## config.mk

```make
export PLATFORM = sky130hd
export DESIGN_NAME = pipe_stage_reg
export DESIGN_NICKNAME = d
export VERILOG_FILES = /design/src/rtl/pipe_stage_reg.sv
export SDC_FILE = /design/constraint.sdc
export NUM_CORES = 1
export LEC_CHECK = 0
export ABC_AREA = 1
export CELL_PAD_IN_SITES_DETAIL_PLACEMENT = 1
export CELL_PAD_IN_SITES_GLOBAL_PLACEMENT = 1
export CORE_MARGIN = 2
export CORE_UTILIZATION = 29
export CTS_BUF_LIST = sky130_fd_sc_hd__clkbuf_4
export DETAILED_ROUTE_END_ITERATION = 12
export HOLD_SLACK_MARGIN = 0.02
export PLACE_DENSITY = 0.87
export SLEW_MARGIN = 15
export SYNTH_ARGS = -nofsm -noshare
export SYNTH_HDL_FRONTEND = slang
export SYNTH_SLANG_ARGS = --single-unit
```

## constraint.sdc

```tcl
create_clock -name clk -period 2.7 [get_ports clk]
set_input_delay 0.405 -clock clk [delete_from_list [all_inputs] [get_ports clk]]
set_output_delay 0.405 -clock clk [all_outputs]
set_load 0.005 [all_outputs]
```

## src/rtl/pipe_stage_reg.sv

```systemverilog
// One-deep pipeline stage register with valid/allow_in handshake, stall and flush.
// Define PIPE_STAGE_SKID_EN to add a skid entry so allow_in comes straight from a flop.
module pipe_stage_reg #(
  parameter int unsigned       DATA_W   = 64,
  parameter logic [DATA_W-1:0] RST_DATA = '0
) (
  input  logic              clk,
  input  logic              reset,
  input  logic              in_valid,
  input  logic [DATA_W-1:0] in_data,
  output logic              allow_in,
  output logic              out_valid,
  output logic [DATA_W-1:0] out_data,
  input  logic              next_allow_in,
  input  logic              stall,
  input  logic              flush
);

  logic              r_main_valid;
  logic [DATA_W-1:0] r_main_data;
  logic              w_ready_go;
  logic              w_in_fire;

  assign w_ready_go = !stall;
  assign w_in_fire  = in_valid && allow_in;

  // A stalled or flushed beat is never offered downstream.
  assign out_valid  = r_main_valid && w_ready_go && !flush;
  assign out_data   = r_main_data;

`ifdef PIPE_STAGE_SKID_EN
  logic              r_skid_valid;
  logic [DATA_W-1:0] r_skid_data;
  logic              w_out_fire;
  logic              w_main_ld;

  assign w_out_fire = out_valid && next_allow_in;
  assign allow_in   = !r_skid_valid;
  assign w_main_ld  = w_out_fire || !r_main_valid;

  // Main refills from skid first; a beat arriving while main is held parks in skid.
  always_ff @(posedge clk or posedge reset) begin
    if (reset) begin
      r_main_valid <= 1'b0;
      r_main_data  <= RST_DATA;
      r_skid_valid <= 1'b0;
      r_skid_data  <= RST_DATA;
    end else if (flush) begin
      r_main_valid <= 1'b0;
      r_skid_valid <= 1'b0;
    end else if (w_main_ld) begin
      if (r_skid_valid) begin
        r_main_valid <= 1'b1;
        r_main_data  <= r_skid_data;
        r_skid_valid <= 1'b0;
      end else begin
        r_main_valid <= in_valid;
        if (w_in_fire) begin
          r_main_data <= in_data;
        end
      end
    end else if (w_in_fire) begin
      r_skid_valid <= 1'b1;
      r_skid_data  <= in_data;
    end
  end
`else
  assign allow_in = !r_main_valid || (w_ready_go && next_allow_in);

  // Loading valid on every accept lets a bubble clear a drained stage.
  always_ff @(posedge clk or posedge reset) begin
    if (reset) begin
      r_main_valid <= 1'b0;
      r_main_data  <= RST_DATA;
    end else if (flush) begin
      r_main_valid <= 1'b0;
    end else if (allow_in) begin
      r_main_valid <= in_valid;
      if (w_in_fire) begin
        r_main_data <= in_data;
      end
    end
  end
`endif

endmodule

```

Yosys cells after proc, flatten, opt, wreduce, memory -nomap -nowiden
Cells that the tools add are included.

Multiplexer cells: 2. Bitwise operators: 1. Reductions and logical operators: 10.

Operators by type and width (number): $logic_and A1 B1 Y1 (4); $logic_not A1 Y1 (3); $reduce_and A3 Y1 (1); $mux W1 (2); $reduce_bool A2 Y1 (1); $logic_or A1 B1 Y1 (1); $not A1 Y1 (1).

Register bits: 65. Bits of input ports: 70. Output and inout port bits: 66. Logic and storage cells: 15.

Logic depth before layout (Yosys ltp)
Gate-level depths: netlist (run 1).

Word-level depth: 5. Mapped depth: 7. Depth with buffers taken out: 6.

Worst setup path before layout (run 1)
No wires, ideal clock.

Path kind: input-to-output. Start point: input stall. End point: output allow_in. Data arrival time: 0.759 ns. Data required time: 2.295 ns. Slack: 1.536 ns. Cell stages on the path: 4. Buffers on the path: 1. Path through: inv_2 > nand2_1 > nand2_2 > buf_2.

Cells in the longest elaborated chain, start to end: 3.

Ends and longest elaborated chain: start: declaration (RTL line 15) `input logic stall,`; $logic_not A1 Y1 (RTL line 24) `assign w_ready_go = !stall;`; $logic_and A1 B1 Y1 (RTL line 68) `assign allow_in = !r_main_valid || (w_ready_go && next_allow_in);`; $logic_or A1 B1 Y1 (RTL line 68); end: declaration (RTL line 11) `output logic allow_in,`.

No other way between the ends.

Worst setup path in the final report (run 1)
Ends and elaborated chain as after synthesis.

==> impl_metrics.yaml, run 1 <==
outcome:
  status: "finished, final reports clean"
clocking:
  clock_sinks: 65
  cts_hold_buffers: 0
  ctsLongestPathBuffers: 2
  clock_latency_ns: 0.39
  clk_pin_slew_ns: 0.10
  post_cts_resize_count: 0
  cts_buffers: 9
  post-cts-setup-buffer-count: 0
  cts_root_buf: "clkbuf_4"
  h-tree-depth: 3
  tritoncts: "yes"
global_routing:
  antenna_found_initial: 0
  grt_first_pass_wirelength_mm: 13.4
  grtUsageTotal: 0.172
  grt_overflow: 0
  grt_max_degree: 49
  grt_pass1_vias: 2698
routing:
  wl_per_cell_um: 15.4
  route.antenna.remaining_nets: 0
  first_pass_iters: 4
  vias_per_cell: 4.67
  vias: 2484
  drt_iter0_drc: 57
  drc: 0
  wirelength_mm: 8.21
pwr:
  switchingPower_mw: 0.675
  powerDensity_nw_per_um2: 604
  leakagePower_nw: 2.01
  p_clk_frac: 0.251
  p_int_mw: 1.85
  power_frac_seq: 0.482
  power_frac_comb: 0.266
  switching_share: 0.268
  vdd_ir_drop_max_mv: 0.239
placed_design:
  place_ws_ns: 0.746
  gp_congestion: 0.702
  portBuffers: 135
  place_inst: 516
  dp_hpwl_mm: 5.92
final_layout:
  nets: 489
  layout-drive-gt1-share: 0.0613
  fillers: 1000
  diodes: 0
  syn2layout_area_growth_pct: 57.2
  final_cells: 532
  post-route-util: 0.474
yosys:
  ys_ff_latch: 65
  ys_types: 13
  synth_area_per_cell_um2: 9.25
  yosysSeqAreaShare: 0.613
  mappedNetlistArea_um2: 2660
  syn_inst: 287
  syn_nets: 357
  yosys_warnings: 0
setup_path:
  path_buf_inv: 3
  crit_type: "in2out"
  crit_top_cell: "clkdlybuf4s50_1"
  startpoint_type: "input port"
  crit_slowest_cell: "clkdlybuf4s50_1"
  cp-end-kind: "output pin"
  crit_chain: "clkdlybuf4s50_1 -> inv_2 -> nand2_1 -> nand2_2 -> clkdlybuf4s50_1"
  crit_family: "buffers and inverters"
  crit_required_ns: 2.30
  critPathMaxFanout: 4
  arrival_ns: 1.55
  cp_slowest_stage_delay_ns: 0.51
min_path:
  hold_class: "in2async"
die:
  io-pin-count: 136
  rows: 34
  die-area_um2: 9940
  start_util: 0.302
  die_w_um: 99.7
  core_area_um2: 8810
  die_h_um: 99.7
timing:
  rsz0062_at_grt: "false"
  tns_ns: 0
  min_period_over_period: 0.723
  worst_pin_slew_ns: 0.770
  timing.hold.ws_ns: 0.477
  slew_headroom: 0.486
  fin_crit_ns: 1.95
  slew_viol_final: 0
  max_freq_ghz: 0.513
  layout_setup_ws_ns: 0.749
  finalHoldViolCount: 0
  finClkSkew_ns: 0.00994
  finalSetupViolations: 0
job:
  cap_violations: 0
metal layers:
| metal | GRT usage | share of wire |
|---|---|---|
| met5 | 0 | 0 |
| met4 | 0.0706 | 0.019 |
| met3 | 0.0485 | 0.076 |
| met2 | 0.277 | 0.47 |
| met1 | 0.219 | 0.43 |
power by group through the flow:
stage	Sequential (mW)	Combinational (mW)	Clock, mW
final	1.22	0.672	0.634
after global routing	1.24	0.740	0.708
after CTS	1.22	0.686	0.670
after detailed placement	1.23	0.684	0
after global placement	1.22	0.658	0
after floorplan	1.23	0.204	0
final timing paths:
kind	start	end	slack (ns)	depth (start not counted)
max	stall	allow_in	0.75	5
min	reset	out_data[41]	0.48	2
max reg2reg	r_main_valid	out_data[54]	1.45	4
min reg2reg	out_data[53]	out_data[53]	0.48	2
max in group asynchronous	reset	out_data[52]	1.58	3
min in group clk	out_data[53]	out_data[53]	0.48	2
state kept, by name, indices dropped and copies added, names as in the netlist:
name	cells
out_data	64
r_main_valid	1
layout by cell type, fill, tap and decap left out, types with 2 or more instances in the layout:
cell,instances
clkbuf_4,12
nand2_1,130
buf_4,4
dfrtp_1,65
clkdlybuf4s50_1,135
buf_12,2
clkinv_2,2
inv_2,2
nand3_1,64
cells by family after synthesis:
kind of cell / after synthesis / synth area share
simple gates: 198 / 0.317
compound gates: 1 / 0.00188
buf+inv: 23 / 0.0688
flops: 65 / 0.613
area by class of cell:
type	count	area, um2	area share
clock buffers	12	90.1	0.0216
well taps	108	135	0.0324
multi-input cells	199	846	0.203
repair buffers	141	1420	0.341
clock inverters	4	43.8	0.0105
flip-flops and latches	65	1630	0.390
inverters	3	11.3	0.00270
metrics by stage:
step | area [um2] | power (mW)
after floorplan | 2660 | 1.44
after global placement | 4040 | 1.88
after detailed placement | 4040 | 1.92
after CTS | 4170 | 2.57
after global routing | 4170 | 2.68
final | 4170 | 2.52
synth_stat cells:
| cell type | instances | area (um2) |
|---|---|---|
| a21oi_1 | 1 | 5.00 |
| nand3_1 | 64 | 320 |
| buf_2 | 8 | 40.0 |
| nand2_1 | 130 | 488 |
| inv_2 | 1 | 3.75 |
| nand2_2 | 1 | 6.26 |
| nand2_4 | 1 | 11.3 |
| nor2_1 | 1 | 3.75 |
| buf_4 | 1 | 7.51 |
| buf_6 | 11 | 124 |
| inv_1 | 2 | 7.51 |
| nor2_4 | 1 | 11.3 |
| dfrtp_1 | 65 | 1630 |
Note: power is estimated with default switching activity, not from simulation.
==> run 2, diff against run 1 <==
clock period = 1.9 ns   (was 2.7 ns; I/O delays follow)
==> run 2 against run 1 <==
Effect of this change: hold slack worse by 0.13 ns; register-to-register slack got worse by 0.77 ns; sequential power up 41%; core utilization rose by 0.37 points; clock skew is 0.0026 ns higher; combinational power rose by 43%; critical path type unchanged; largest power group unchanged; highest routed layer unchanged.
==> impl_metrics.yaml, run 2 (synthesis gave the netlist of run 1 again) <==
final_layout:
  largest_register_ffs: 64
  diodes: 0
  fillers: 1017
  layout-drive-gt1-share: 0.0637
  nets: 489
  multi_input_area_um2: 846
  syn2layout_area_growth_pct: 58.4
  final_cells: 532
  final_common_cell: "clkdlybuf4s50_1"
  regArea_um2: 1630
  post-route-util: 0.478
  mostFrequentLayoutCells: "clkdlybuf4s50_1, nand2_1, dfrtp_1"
timing:
  slew_headroom: 0.736
  finalSetupViolations: 0
  tns_ns: 0
  max_freq_ghz: 0.574
  slew_viol_final: 0
  layout_setup_ws_ns: 0.159
  rsz0062_at_grt: "false"
  finalHoldViolCount: 0
  finClkSkew_ns: 0.0125
  min_period_over_period: 0.916
  worst_pin_slew_ns: 0.397
  fin_crit_ns: 1.74
pwr:
  p_int_mw: 2.75
  switchingPower_mw: 0.983
  power_frac_comb: 0.257
  power_frac_seq: 0.460
  vdd_ir_drop_max_mv: 0.341
  switching_share: 0.264
  leakagePower_nw: 2.01
  p_total_mw: 3.73
  powerDensity_nw_per_um2: 887
  p_clk_frac: 0.283
die:
  die-area_um2: 9940
  io-pin-count: 136
  rows: 34
  core_area_um2: 8810
  die_h_um: 99.7
  die_w_um: 99.7
  start_util: 0.302
setup_path:
  path_buf_inv: 3
  crit_top_cell: "clkdlybuf4s50_1"
  startpoint_type: "input port"
  crit_chain: "clkdlybuf4s50_1 -> inv_2 -> nand2_1 -> nand2_2 -> clkdlybuf4s50_1"
  crit_type: "in2out"
  cp_slowest_stage_delay_ns: 0.52
  crit_family: "buffers and inverters"
  crit_required_ns: 1.62
  critPathMaxFanout: 4
  crit_slowest_cell: "clkdlybuf4s50_1"
  arrival_ns: 1.46
  cp-end-kind: "output pin"
routing:
  vias: 2481
  wirelength_mm: 8.03
  vias_per_cell: 4.66
  route.antenna.remaining_nets: 0
  drt_iter0_drc: 77
  wl_per_cell_um: 15.1
  drc: 0
  first_pass_iters: 4
clocking:
  post_cts_resize_count: 0
  ctsLongestPathBuffers: 2
  cts_root_buf: "clkbuf_4"
  cts_hold_buffers: 0
  h-tree-depth: 3
  tritoncts: "yes"
  clock_latency_ns: 0.39
  clock_sinks: 65
  post-cts-setup-buffer-count: 0
  cts_buffers: 9
  clk_pin_slew_ns: 0.12
outcome:
  status: "finished, final reports clean"
placed_design:
  dp_hpwl_mm: 5.56
  portBuffers: 135
  place_ws_ns: 0.146
  gp_congestion: 0.752
  place_inst: 516
global_routing:
  grt_overflow: 0
  grt_first_pass_wirelength_mm: 13.0
  grt_max_degree: 66
  antenna_found_initial: 0
  grtUsageTotal: 0.164
  grt_pass1_vias: 2635
min_path:
  hold_class: "in2async"
job:
  cap_violations: 0
## run 2: metrics by stage
step | hold WS (ns) | cell area, um2
global placement | 0.453 | 4040
global route | 0.349 | 4210
finish | 0.348 | 4210
CTS | 0.328 | 4210
floorplan | 0.348 | 2660
detailed placement | 0.457 | 4040
## run 2: path summary, 6_finish.rpt
path / cells after the start / startpoint / slack, ns / to
max in group asynchronous: 3 / reset / 1.28 / out_data[4]
hold / removal: 3 / reset / 0.35 / out_data[62]
setup / recovery: 5 / stall / 0.16 / allow_in
setup reg to reg: 4 / r_main_valid / 0.68 / out_data[50]
min in group clk: 3 / in_data[34] / 0.44 / out_data[34]
hold reg to reg: 2 / out_data[14] / 0.48 / out_data[14]
## run 2: layer usage
metal	vias up	share of wire	track usage
met5	-	0	0
met4	0	0.011	0.0516
met3	9	0.070	0.0478
met2	89	0.49	0.272
met1	1203	0.43	0.208
li1	1180	-	-
## run 2: final cells by class
type	instances	share of cell area
Inverter	3	0.00357
Tap cell	108	0.0321
Timing Repair Buffer	141	0.338
Clock buffer	11	0.0196
Multi-Input combinational cell	199	0.201
Clock inverter	5	0.0190
Sequential cell	65	0.387
## run 2: power groups by stage
stage | Clock (mW) | Sequential, mW | Combinational, mW
3_3_place_gp | 0 | 1.73 | 0.941
6_report | 1.06 | 1.72 | 0.959
5_1_grt | 1.17 | 1.75 | 1.05
2_1_floorplan | 0 | 1.75 | 0.290
4_1_cts | 1.11 | 1.72 | 0.980
3_5_place_dp | 0 | 1.74 | 0.976
## run 2: tightest hold or removal path, stage by stage
cell             delay (ns)
clkdlybuf4s50_1        0.45
clkinvlp_4             0.10
buf_12                 0.31
==> RTL edit 1: new RTL, settings of run 2 <==
The option `PIPE_STAGE_SKID_EN` is turned on by a define.
--- a/src/rtl/pipe_stage_reg.sv
+++ b/src/rtl/pipe_stage_reg.sv
@@ -1,4 +1,6 @@
 // One-deep pipeline stage register with valid/allow_in handshake, stall and flush.
 // Define PIPE_STAGE_SKID_EN to add a skid entry so allow_in comes straight from a flop.
+`define PIPE_STAGE_SKID_EN
+
 module pipe_stage_reg #(
   parameter int unsigned       DATA_W   = 64,
Formal check against the unedited RTL: not equivalent (Yosys sat finds a counterexample within 4 cycles, from zero or initial values and one cycle with reset high).
==> RTL edit 1 against run 2 <==
- synthesized cell count rose to 2.7 times the old value
- clock skew rose by 5.2 ps
- core utilization fell by 8.2 points
- final area rose by 90%
- routed wire length rose by 130%
- combinational power rose by 110%
- power rose by 120%
- sequential cell count rose by 65
- sequential share of layout area rose by 2.1 points
- worst setup slack improved by 29 ps
- synthesized area rose by 120%
==> RTL edit 1: results (changes against run 2) <==
| Metric | Value |
|---|---|
| Vias in the first global route | `6036 (was 2635)` |
| Leak | `4.14 nW (was 2.01 nW)` |
| Post-DP HPWL | `12100 µm (was 5560 µm)` |
| Routed vias/inst | `4.72 (was 4.66)` |
| GP Congestion | `0.744 (was 0.752)` |
| # resized after CTS | `3 (was 0)` |
| Fin Hold WS | `212 ps (was 348 ps)` |
| Proportion of synthesized chip area in sequential cells | `54.9% (was 61.3%)` |
| Delay-heaviest family, CP | `buffers and inverters (unchanged)` |
| CTS root buf | `clkbuf_4 (unchanged)` |
| Largest cells by area after synthesis | `dfrtp_1 55%, nand2_1 33%, nand4_1 6.8% (was dfrtp_1 61%, nand2_1 18%, nand3_1 12%)` |
| Status | `finished clean (unchanged)` |
| Internal power | `5.67 mW (was 2.75 mW)` |
| Clk Latency, worst-skew pair | `510 ps (was 390 ps)` |
| Initial antenna violation count | `2 (was 0)` |
| DP Area | `7630 µm² (was 4040 µm²)` |
| Crit path max fanout | `2 (was 4)` |
| Num CTS Buffers | `17 (was 9)` |
| Pre-CTS setup slack | `-34.2 ps (was 146 ps)` |
| Final period utilization | `90.1% (was 91.6%)` |
| Worst Clk Skew | `17.7 ps (was 12.5 ps)` |
| Post-DR wirelength/cell | `15.7 µm (was 15.1 µm)` |
| # H-tree levels | `4 (was 3)` |
| Dpl cells | `1152 (was 516)` |
| Post CTS Setup Buffer Count | `2 (was 0)` |
| Syn nets | `850 (was 357)` |
| Worst-margin pin slew | `488 ps (was 397 ps)` |
| Gr usage total | `18.0% (was 16.4%)` |
| Async SR Flop Fraction | `100% (unchanged)` |
| Global-route wire length before repair | `31100 µm (was 13000 µm)` |
| Ys Warns | `0 (unchanged)` |
| Initial DRC count | `184 (was 77)` |
| Syn Area/Cell | `7.60 µm² (was 9.25 µm²)` |
| Unique cell type count in the Yosys netlist | `15 (was 13)` |
| Share of layout cells above drive strength 1 | `6.44% (was 6.37%)` |
| Reg clk slew, reported paths | `110 ps` |
| Commonest cells post-synth | `516 x nand2_1, 130 x dfrtp_1, 64 x nand4_1, 22 x buf_2, 22 x clkbuf_1 (was 130 x nand2_1, 65 x dfrtp_1, 64 x nand3_1, 11 x buf_6, 8 x buf_2)` |
| Pin count of the biggest net entering global routing | `76 (was 66)` |
| Arrival @ worst endpoint | `1430 ps (was 1460 ps)` |
| VDD IR max | `0.393 mV (was 0.341 mV)` |
| Nets | `973 (was 489)` |
| Routed wire length | `18600 µm (was 8030 µm)` |
| Reg2reg setup slack | `360 ps (was 680 ps)` |
-- RTL edit 1: layer usage --
layer	vias up	global-route usage (%)	wire, µm
met5	-	0	0
met4	0	4.28	212
met3	13	4.16	806
met2	118	31.1	9060
met1	2790	23.0	8530
li1	2687	-	-
-- RTL edit 1: power groups by stage --
stage          clock (mW)  sequential (mW)  combinational (mW)
2_1_floorplan           0             3.82               0.901
3_3_place_gp            0             3.84                1.97
3_5_place_dp            0             3.88                2.05
4_1_cts              2.31             3.83                2.07
5_1_grt              2.43             3.91                2.28
6_report             2.23             3.82                2.03
-- RTL edit 1: logic make-up (layout without fill, tap and decap cells) --
group	Yosys count	after routing	synth area share, %
AOI/OAI and AO/OA	4	4	0.528
buffers and inverters	61	197	4.64
DFF	130	130	54.9
other	0	1	0
and+or+nand+nor	585	585	40.0
-- RTL edit 1: path summary, 6_finish.rpt --
check | startpoint | endpoint | depth (start not counted)
max reg2reg | r_skid_valid$_DFFE_PP0P_ | out_data[51]$_DFFE_PP0P_ | 8
max | out_data[52]$_DFFE_PP0P_ | out_data[52] | 1
min reg2reg | r_skid_data[37]$_DFFE_PP0P_ | r_skid_data[37]$_DFFE_PP0P_ | 2
min in group clk | in_data[7] | r_skid_data[7]$_DFFE_PP0P_ | 3
min | reset | out_data[26]$_DFFE_PP0P_ | 3
max in group asynchronous | reset | r_skid_valid$_DFFE_PP0P_ | 3
-- RTL edit 1: area by class of cell --
cell class              count  area, µm²
diodes                      1       2.50
clock buffers              19        143
clock inverters            13        190
fillers                  2467      12200
inverters                   8       36.3
multi-input cells         589       2420
flip-flops and latches    130       3250
well taps                 270        338
repair buffers            157       1610
-- RTL edit 1: worst reg2reg max path: cells and delay by family, from the launching register on --
family / cells / cell delay [ps]
buf+inv: 4 / 580
compound gates: 1 / 200
flops: 1 / 400
simple gates: 3 / 310
==> RTL edit 2: new RTL, settings of run 2 <==
Made on the original files. `DATA_W`: 64 -> 128.
--- a/src/rtl/pipe_stage_reg.sv
+++ b/src/rtl/pipe_stage_reg.sv
@@ -2,5 +2,5 @@
 // Define PIPE_STAGE_SKID_EN to add a skid entry so allow_in comes straight from a flop.
 module pipe_stage_reg #(
-  parameter int unsigned       DATA_W   = 64,
+  parameter int unsigned       DATA_W   = 128,
   parameter logic [DATA_W-1:0] RST_DATA = '0
 ) (
Ports: changed (resized in_data and out_data); port bits go from 136 to 264. The function was not compared with the original's and may differ.
==> RTL edit 2 against run 2 <==
- die area increased by 91%
- final cell count increased by 99%
- global-route usage increased by 2.2 points
- synthesized area increased by 95%
- final area increased by 97%
- largest power group unchanged
- register-to-register slack got worse by 190 ps
- routed wire length increased by 120%
- critical path depth decreased by 4
- via count increased by 96%
- worst setup slack got worse by 4.0 ps
- power increased by 92%
- sequential cell count increased by 64
- hold slack got worse by 120 ps
- clock power increased by 71%
==> RTL edit 2: results (changes against run 2) <==
| Metric | Value |
|---|---|
| R2R depth | `6 (was 4)` |
| Proportion of synthesized chip area in sequential cells | `62.3% (was 61.3%)` |
| CP endpoint | `out_data[44] (was allow_in)` |
| Status | `finished clean (unchanged)` |
| Flop pwr share | `47.6% (was 46.0%)` |
| CP Launch Point | `out_data[44]$_DFFE_PP0P_ (was stall)` |
| Seq pwr | `3.41 mW (was 1.72 mW)` |
| P_comb | `1.95 mW (was 0.959 mW)` |
| Worst Clk Skew | `17.7 ps (was 12.5 ps)` |
| Met2 Use GR | `31.4% (was 27.2%)` |
| Metal2 WL | `8700 µm (was 3920 µm)` |
| Dpl cells | `1026 (was 516)` |
| Commonest cells post-synth | `258 x nand2_1, 129 x dfrtp_1, 128 x nand3_1, 23 x buf_2, 11 x buf_6 (was 130 x nand2_1, 65 x dfrtp_1, 64 x nand3_1, 11 x buf_6, 8 x buf_2)` |
| Unique cell type count in the Yosys netlist | `12 (was 13)` |
| Largest register FFs | `128 (was 64)` |
| Net switching power | `2.03 mW (was 0.983 mW)` |
| Syn Area/Cell | `9.17 µm² (was 9.25 µm²)` |
| VDD IR max | `0.351 mV (was 0.341 mV)` |
| DR vias | `4852 (was 2481)` |
| Largest cells by area after synthesis | `dfrtp_1 62%, nand2_1 19%, nand3_1 12% (was dfrtp_1 61%, nand2_1 18%, nand3_1 12%)` |
| # H-tree levels | `4 (was 3)` |
| Met3 GRT Util | `9.05% (was 4.78%)` |
| R2R Path End | `out_data[119]$_DFFE_PP0P_ (was out_data[50]$_DFFE_PP0P_)` |
| Initial DRC count | `160 (was 77)` |
| Nets | `955 (was 489)` |
| Leak | `3.97 nW (was 2.01 nW)` |
[RTL edit 2: worst reg2reg max path, cell delays in order (launching register included)]
cell     delay (ps)
dfrtp_1         440
nand2_4          60
buf_4           160
nand2_4         210
buf_12          270
nand2_1         130
nand2_1          70
[RTL edit 2: timing repair]
action,CTS,global route
endpoints found under the setup margin,2,0
gates resized for setup,2,0
buffers inserted,1,0
endpoints found under the hold margin,0,0
[RTL edit 2: layout make-up]
| type | count | area, µm² | share of cell area (%) |
|---|---|---|---|
| clock inverter | 13 | 120 | 1.45 |
| tap | 225 | 282 | 3.40 |
| clock buffer | 19 | 143 | 1.72 |
| inverter | 3 | 15.0 | 0.181 |
| sequential | 129 | 3230 | 38.9 |
| multi-input combinational | 391 | 1650 | 19.9 |
| timing repair buffer | 279 | 2850 | 34.4 |
[RTL edit 2: cells by family after synthesis]
group / count (synthesis) / synth area share [%]
flops: 129 / 62.3
compound gates: 1 / 0.0965
simple gates: 390 / 31.6
buf+inv: 45 / 5.99
